<file path="config.mk">
export PLATFORM = sky130hd
export DESIGN_NAME = video_stream_gen
export DESIGN_NICKNAME = d
export VERILOG_FILES = /design/src/rtl/video_stream_gen.sv
export SDC_FILE = /design/constraint.sdc
export NUM_CORES = 1
export LEC_CHECK = 0
export CORE_MARGIN = 2
export CORE_UTILIZATION = 23
export CTS_CLUSTER_DIAMETER = 80
export DETAILED_ROUTE_END_ITERATION = 10
export PLACE_DENSITY_LB_ADDON = 0.25
export SLEW_MARGIN = 20
export SYNTH_ARGS = -nofsm -noshare
export SYNTH_HDL_FRONTEND = slang
export SYNTH_SLANG_ARGS = --single-unit
</file>
<file path="constraint.sdc">
create_clock -name clk -period 4.8 [get_ports clk]
set_input_delay 0.72 -clock clk [delete_from_list [all_inputs] [get_ports clk]]
set_output_delay 0.72 -clock clk [all_outputs]
set_load 0.02 [all_outputs]
</file>
<file path="src/rtl/video_stream_gen.sv">
// Video stream transmitter: programmable frame geometry, blanking, optional
// de spacing and selectable test patterns on a registered de/hs/vs/do_o stream.
module video_stream_gen #(
  parameter int unsigned DATA_WIDTH  = 12,
  parameter int unsigned DE_O_PERIOD = 0,
  parameter int unsigned PIX_W       = 12,
  parameter int unsigned LINE_W      = 12
) (
  input  logic                  clk,
  input  logic                  rst,
  input  logic                  enable,
  input  logic [1:0]            pattern_sel,
  input  logic [DATA_WIDTH-1:0] cfg_const,
  input  logic [PIX_W-1:0]      cfg_pix_count,
  input  logic [LINE_W-1:0]     cfg_line_count,
  input  logic [PIX_W-1:0]      cfg_hblank,
  input  logic [LINE_W-1:0]     cfg_vblank,
  output logic [DATA_WIDTH-1:0] do_o,
  output logic                  de_o,
  output logic                  hs_o,
  output logic                  vs_o,
  output logic                  frame_done
);

  localparam int unsigned PER   = (DE_O_PERIOD == 0) ? 1 : DE_O_PERIOD;
  localparam int unsigned PH_W  = (PER > 1) ? $clog2(PER) : 1;
  localparam int unsigned CNT_W = (PIX_W > LINE_W) ? PIX_W : LINE_W;

  typedef enum logic [2:0] {
    S_IDLE, S_VS_LEAD, S_LINE, S_HBLANK, S_VBLANK
  } state_t;

  state_t r_state, w_nxt_state;

  logic [CNT_W-1:0]      r_cnt;
  logic [PH_W-1:0]       r_ph;
  logic [PIX_W-1:0]      r_x;
  logic [LINE_W-1:0]     r_y;
  logic [PIX_W-1:0]      r_pix_last;
  logic [LINE_W-1:0]     r_line_last;
  logic [CNT_W-1:0]      r_hb_last;
  logic [CNT_W-1:0]      r_vb_last;
  logic [1:0]            r_pat;
  logic [DATA_WIDTH-1:0] r_const;

  logic                  w_ph_last, w_line_end, w_hb_end, w_vb_end, w_start;
  logic                  w_vs, w_hs, w_de, w_done;
  logic [DATA_WIDTH-1:0] w_pix;

  // Terminal-count decodes; a line ends on the last phase of its last pixel
  assign w_ph_last  = (r_ph == PH_W'(PER - 1));
  assign w_line_end = w_ph_last && (r_x == r_pix_last);
  assign w_hb_end   = (r_cnt == r_hb_last);
  assign w_vb_end   = (r_cnt == r_vb_last);
  assign w_start    = (w_nxt_state == S_VS_LEAD) &&
                      ((r_state == S_IDLE) || (r_state == S_VBLANK));

  // State register
  always_ff @(posedge clk or posedge rst) begin
    if (rst) r_state <= S_IDLE;
    else     r_state <= w_nxt_state;
  end

  // Next-state logic
  always_comb begin
    w_nxt_state = r_state;
    unique case (r_state)
      S_IDLE:    if (enable) w_nxt_state = S_VS_LEAD;
      S_VS_LEAD: if (w_hb_end) w_nxt_state = S_LINE;
      S_LINE:    if (w_line_end) w_nxt_state = S_HBLANK;
      S_HBLANK:  if (w_hb_end) w_nxt_state = (r_y == r_line_last) ? S_VBLANK : S_LINE;
      S_VBLANK:  if (w_vb_end) w_nxt_state = enable ? S_VS_LEAD : S_IDLE;
      default:   w_nxt_state = S_IDLE;
    endcase
  end

  // Output decode for the next registered output values
  always_comb begin
    w_vs   = 1'b0;
    w_hs   = 1'b1;
    w_de   = 1'b0;
    w_done = 1'b0;
    w_pix  = '0;
    unique case (r_state)
      S_VS_LEAD, S_HBLANK: w_vs = 1'b1;
      S_LINE: begin
        w_vs = 1'b1;
        w_hs = 1'b0;
        w_de = (r_ph == '0);
      end
      S_VBLANK: w_done = w_vb_end;
      default: ;
    endcase
    unique case (r_pat)
      2'd0:    w_pix = DATA_WIDTH'(r_x);
      2'd1:    w_pix = DATA_WIDTH'(r_y);
      2'd2:    w_pix = DATA_WIDTH'(r_x) + DATA_WIDTH'(r_y);
      default: w_pix = r_const;
    endcase
  end

  // Registered outputs; pixel data holds while de is low
  always_ff @(posedge clk or posedge rst) begin
    if (rst) begin
      do_o       <= '0;
      de_o       <= 1'b0;
      hs_o       <= 1'b1;
      vs_o       <= 1'b0;
      frame_done <= 1'b0;
    end else begin
      de_o       <= w_de;
      hs_o       <= w_hs;
      vs_o       <= w_vs;
      frame_done <= w_done;
      if (w_de) do_o <= w_pix;
    end
  end

  // Blanking cycle counter, de phase, pixel and line indices
  always_ff @(posedge clk or posedge rst) begin
    if (rst) begin
      r_cnt <= '0;
      r_ph  <= '0;
      r_x   <= '0;
      r_y   <= '0;
    end else begin
      if (w_nxt_state != r_state) r_cnt <= '0;
      else if (r_state != S_IDLE && r_state != S_LINE) r_cnt <= r_cnt + CNT_W'(1);

      if (r_state == S_LINE && !w_ph_last) r_ph <= r_ph + PH_W'(1);
      else                                 r_ph <= '0;

      if (r_state != S_LINE || w_line_end) r_x <= '0;
      else if (w_ph_last)                  r_x <= r_x + PIX_W'(1);

      if (w_start) r_y <= '0;
      else if (r_state == S_HBLANK && w_nxt_state == S_LINE) r_y <= r_y + LINE_W'(1);
    end
  end

  // Frame configuration latch; zero-valued fields behave as one
  always_ff @(posedge clk or posedge rst) begin
    if (rst) begin
      r_pix_last  <= '0;
      r_line_last <= '0;
      r_hb_last   <= '0;
      r_vb_last   <= '0;
      r_pat       <= '0;
      r_const     <= '0;
    end else if (w_start) begin
      r_pix_last  <= (cfg_pix_count == '0)  ? '0 : cfg_pix_count - PIX_W'(1);
      r_line_last <= (cfg_line_count == '0) ? '0 : cfg_line_count - LINE_W'(1);
      r_hb_last   <= (cfg_hblank == '0)     ? '0 : CNT_W'(cfg_hblank - PIX_W'(1));
      r_vb_last   <= (cfg_vblank == '0)     ? '0 : CNT_W'(cfg_vblank - LINE_W'(1));
      r_pat       <= pattern_sel;
      r_const     <= cfg_const;
    end
  end

endmodule

</file>
==> impl_metrics.json <==
{
  "netlist.area_leader.share_pct": 41.4,
  "fp.dieW_um": 179,
  "clk_latency_ps": 420,
  "via_per_inst": 4.47,
  "cts_max_level": 4,
  "ys_async_sr_fraction_pct": 100,
  "grt_max_degree": 67,
  "tightest_slew_ps": 1020,
  "nFillCells": 3255,
  "end_kind": "flip-flop",
  "syn2layout_area_growth_pct": 24.6,
  "rows": 64,
  "min_period_over_period_pct": 57.5,
  "totalPowerFinal_uw": 2350,
  "core_area_um2": 30400,
  "slew_headroom_pct": 31.9,
  "dieArea_um2": 32200,
  "cts_tree": "done",
  "io_pins": 81,
  "ir_worst_vdd_uv": 232,
  "drv_slew": 0,
  "ctsHoldBuffers": 0,
  "cts.clk_slew.worst_paths_ps": 50,
  "antenna_cells": 0,
  "drc_errors": 0,
  "hpwl_mm": 13.4,
  "grt_pass1_wl_mm": 29.7,
  "cp-startpoint": "r_x[4]$_DFFE_PP0P_",
  "crit_path_start_kind": "flip-flop",
  "drive_above_1_share_pct": 8.05,
  "path_cells": "xor2_1 -> nor4_1 -> nand4_1 -> mux2_2 -> a21oi_1 -> nor2_1",
  "cts_sinks": 118,
  "layout_commonest_cell": "dfrtp_1",
  "synth.area.top_cells": "dfrtp_1 41%, xnor2_1 6.6%, nand2_1 6.2%",
  "ant_nets": 0,
  "post_cts_buffers": 0,
  "start_util_pct": 23.3,
  "synth_cells": 752,
  "wl_mm": 17.8,
  "status": "finished, final reports clean",
  "tritoncts.num_buffers": 17,
  "path_class": "flip-flop to flip-flop",
  "grt_setup_unrepaired": "false",
  "setup_tns_ps": 0,
  "gp_congestion": 0.754,
  "cp_data_required_time_ps": 5050,
  "clock_skew_ps": 8.46,
  "die_h_um": 179,
  "drt_iter0_drc": 301,
  "ys_seq_elements": 118,
  "grt_overflow": 0,
  "track_usage_pct": 11.4,
  "crit_slowest_cell": "a21oi_1",
  "clockRootBuffer": "clkbuf_16",
  "synthesis.nets": 836,
  "setup_viol": 0,
  "synth_edf_count": 0,
  "crit_family": "compound AO/OA/AOI/OAI gates",
  "ctsResizeCount": 0,
  "yosysTopAreaCell": "dfrtp_1",
  "min_from": "do_o[4]$_DFFE_PP0P_",
  "timing.final.crit_period_ps": 2760,
  "crit_arrival_ps": 3010,
  "yosys_warnings": 0,
  "postSynthAreaPerCell_um2": 9.41,
  "final_nets": 904,
  "power_density_nw_per_um2": 266,
  "seq_area_frac_synth_pct": 41.7,
  "hold_viol": 0,
  "routedWlPerCell_um": 14.5,
  "worstPathMaxFanout": 12,
  "leakagePower_uw": 0.00366,
  "io_buffers": 80,
  "synth_area_um2": 7080,
  "ys_types": 59,
  "clockBufferDepth": 2,
  "drt-pass1-iter-count": 5,
  "reg2reg_from": "r_x[4]$_DFFE_PP0P_",
  "path_buf_inv": 0,
  "num_vias": 5490,
  "grt_pass1_vias": 5537,
  "antenna_found_initial": 0,
  "slowest_delay_ps": 810,
  "drv_cap": 0,
  "hp-class": "flip-flop to flip-flop",
  "ys.flop_type": "dfrtp_1",
  "layout_common_cells": "117 x dfrtp_1, 116 x nand2_1, 80 x clkdlybuf4s50_1",
  "max_freq_ghz": 0.363
}
-- sequential cells by signal, indices dropped and copies added (netlist names) --
register,cells
do_o,12
r_cnt,12
r_const,12
r_hb_last,12
r_line_last,12
r_pix_last,12
r_vb_last,12
r_x,12
r_y,12
r_state,3
r_pat,2
de_o,1
frame_done,1
hs_o,1
r_ph,1
vs_o,1
-- cell families (layout without fill, tap and decap cells) --
family | Yosys count | in the layout | share of synthesized area [%]
xor+xnor | 99 | 99 | 12.3
mux | 32 | 32 | 5.75
buf+inv | 63 | 143 | 3.94
other cells | 1 | 1 | 0.0530
flops | 118 | 118 | 41.7
compound gates | 133 | 133 | 13.1
fa+ha+maj | 19 | 19 | 3.46
simple gates | 287 | 287 | 19.7
-- worst reg2reg max path: stages, from the launching register on --
cell     delay (ps)
dfrtp_1         490
xor2_1          190
nor4_1          340
nand4_1         300
mux2_2          350
a21oi_1         810
nor2_1          140
-- power breakdown --
group,internal (uW),switching [uW],total [uW]
combinational,68.2,64.1,132
clock,762,458,1220
sequential,996,0.792,997
-- per-stage QoR --
step / worst slack [ps] / hold slack [ps] / utilization, % / std cells / instance area [um2]
2_1_floorplan: 953 / 468 / - / 752 / 7080
3_3_place_gp: 1840 / 468 / 27.1 / 1197 / 8250
3_5_place_dp: 1820 / 468 / 27.1 / 1197 / 8250
4_1_cts: 2030 / 482 / 29.0 / 1228 / 8820
5_1_grt: 1770 / 502 / 29.0 / 1228 / 8820
6_report: 2040 / 471 / 29.0 / 1228 / 8820
-- layer usage --
layer / up-vias / global-route usage, % / part of all wire, %
li1: 2810 / - / -
met1: 2591 / 15.5 / 50
met2: 76 / 18.4 / 46
met3: 13 / 2.23 / 2.9
met4: 0 / 3.61 / 1.2
met5: - / 0 / 0
-- cells in the mapped netlist (4+ instances only) --
cell type and n:
clkbuf_1 16, nand3_1 14, a21o_1 5, or4_1 4
or3_1 8, nor3b_1 4, mux4_2 5, nor2b_1 9
and2_1 6, dfrtp_1 117, xnor2_1 53, a211oi_1 4
o21a_1 6, nand2b_1 5, mux2_2 19, nor2_1 49
nand4_1 16, buf_2 10, a21oi_1 18, inv_1 25
nor3_1 24, and3_1 6, buf_1 7, o21ai_0 26
xor2_1 46, nor4_1 13, o22ai_1 4, o31ai_1 40
ha_1 18, nand2_1 116, o211ai_1 6, mux2i_1 8
o221ai_1 4
-- area by class of cell --
type                       count  area [um2]  area share, %
timing repair buffer          86         846           9.59
inverter                      26         113           1.28
tap                          396         495           5.62
clock buffer                  24         492           5.58
clock inverter                 7        71.3          0.809
sequential                   118        2950           33.5
multi-input combinational    571        3840           43.6
-- path summary, 6_finish.rpt --
kind,to,slack [ps],depth (start not counted)
hold reg to reg,do_o[4]$_DFFE_PP0P_,470,2
setup / recovery,r_cnt[7]$_DFFE_PP0P_,2040,6
max in group asynchronous,r_line_last[2]$_DFFE_PP0P_,3160,3
min in group asynchronous,do_o[2]$_DFFE_PP0P_,830,2
hold / removal,do_o[4]$_DFFE_PP0P_,470,2
setup reg to reg,r_cnt[7]$_DFFE_PP0P_,2040,6
Note: power is estimated with default switching activity, not from simulation.
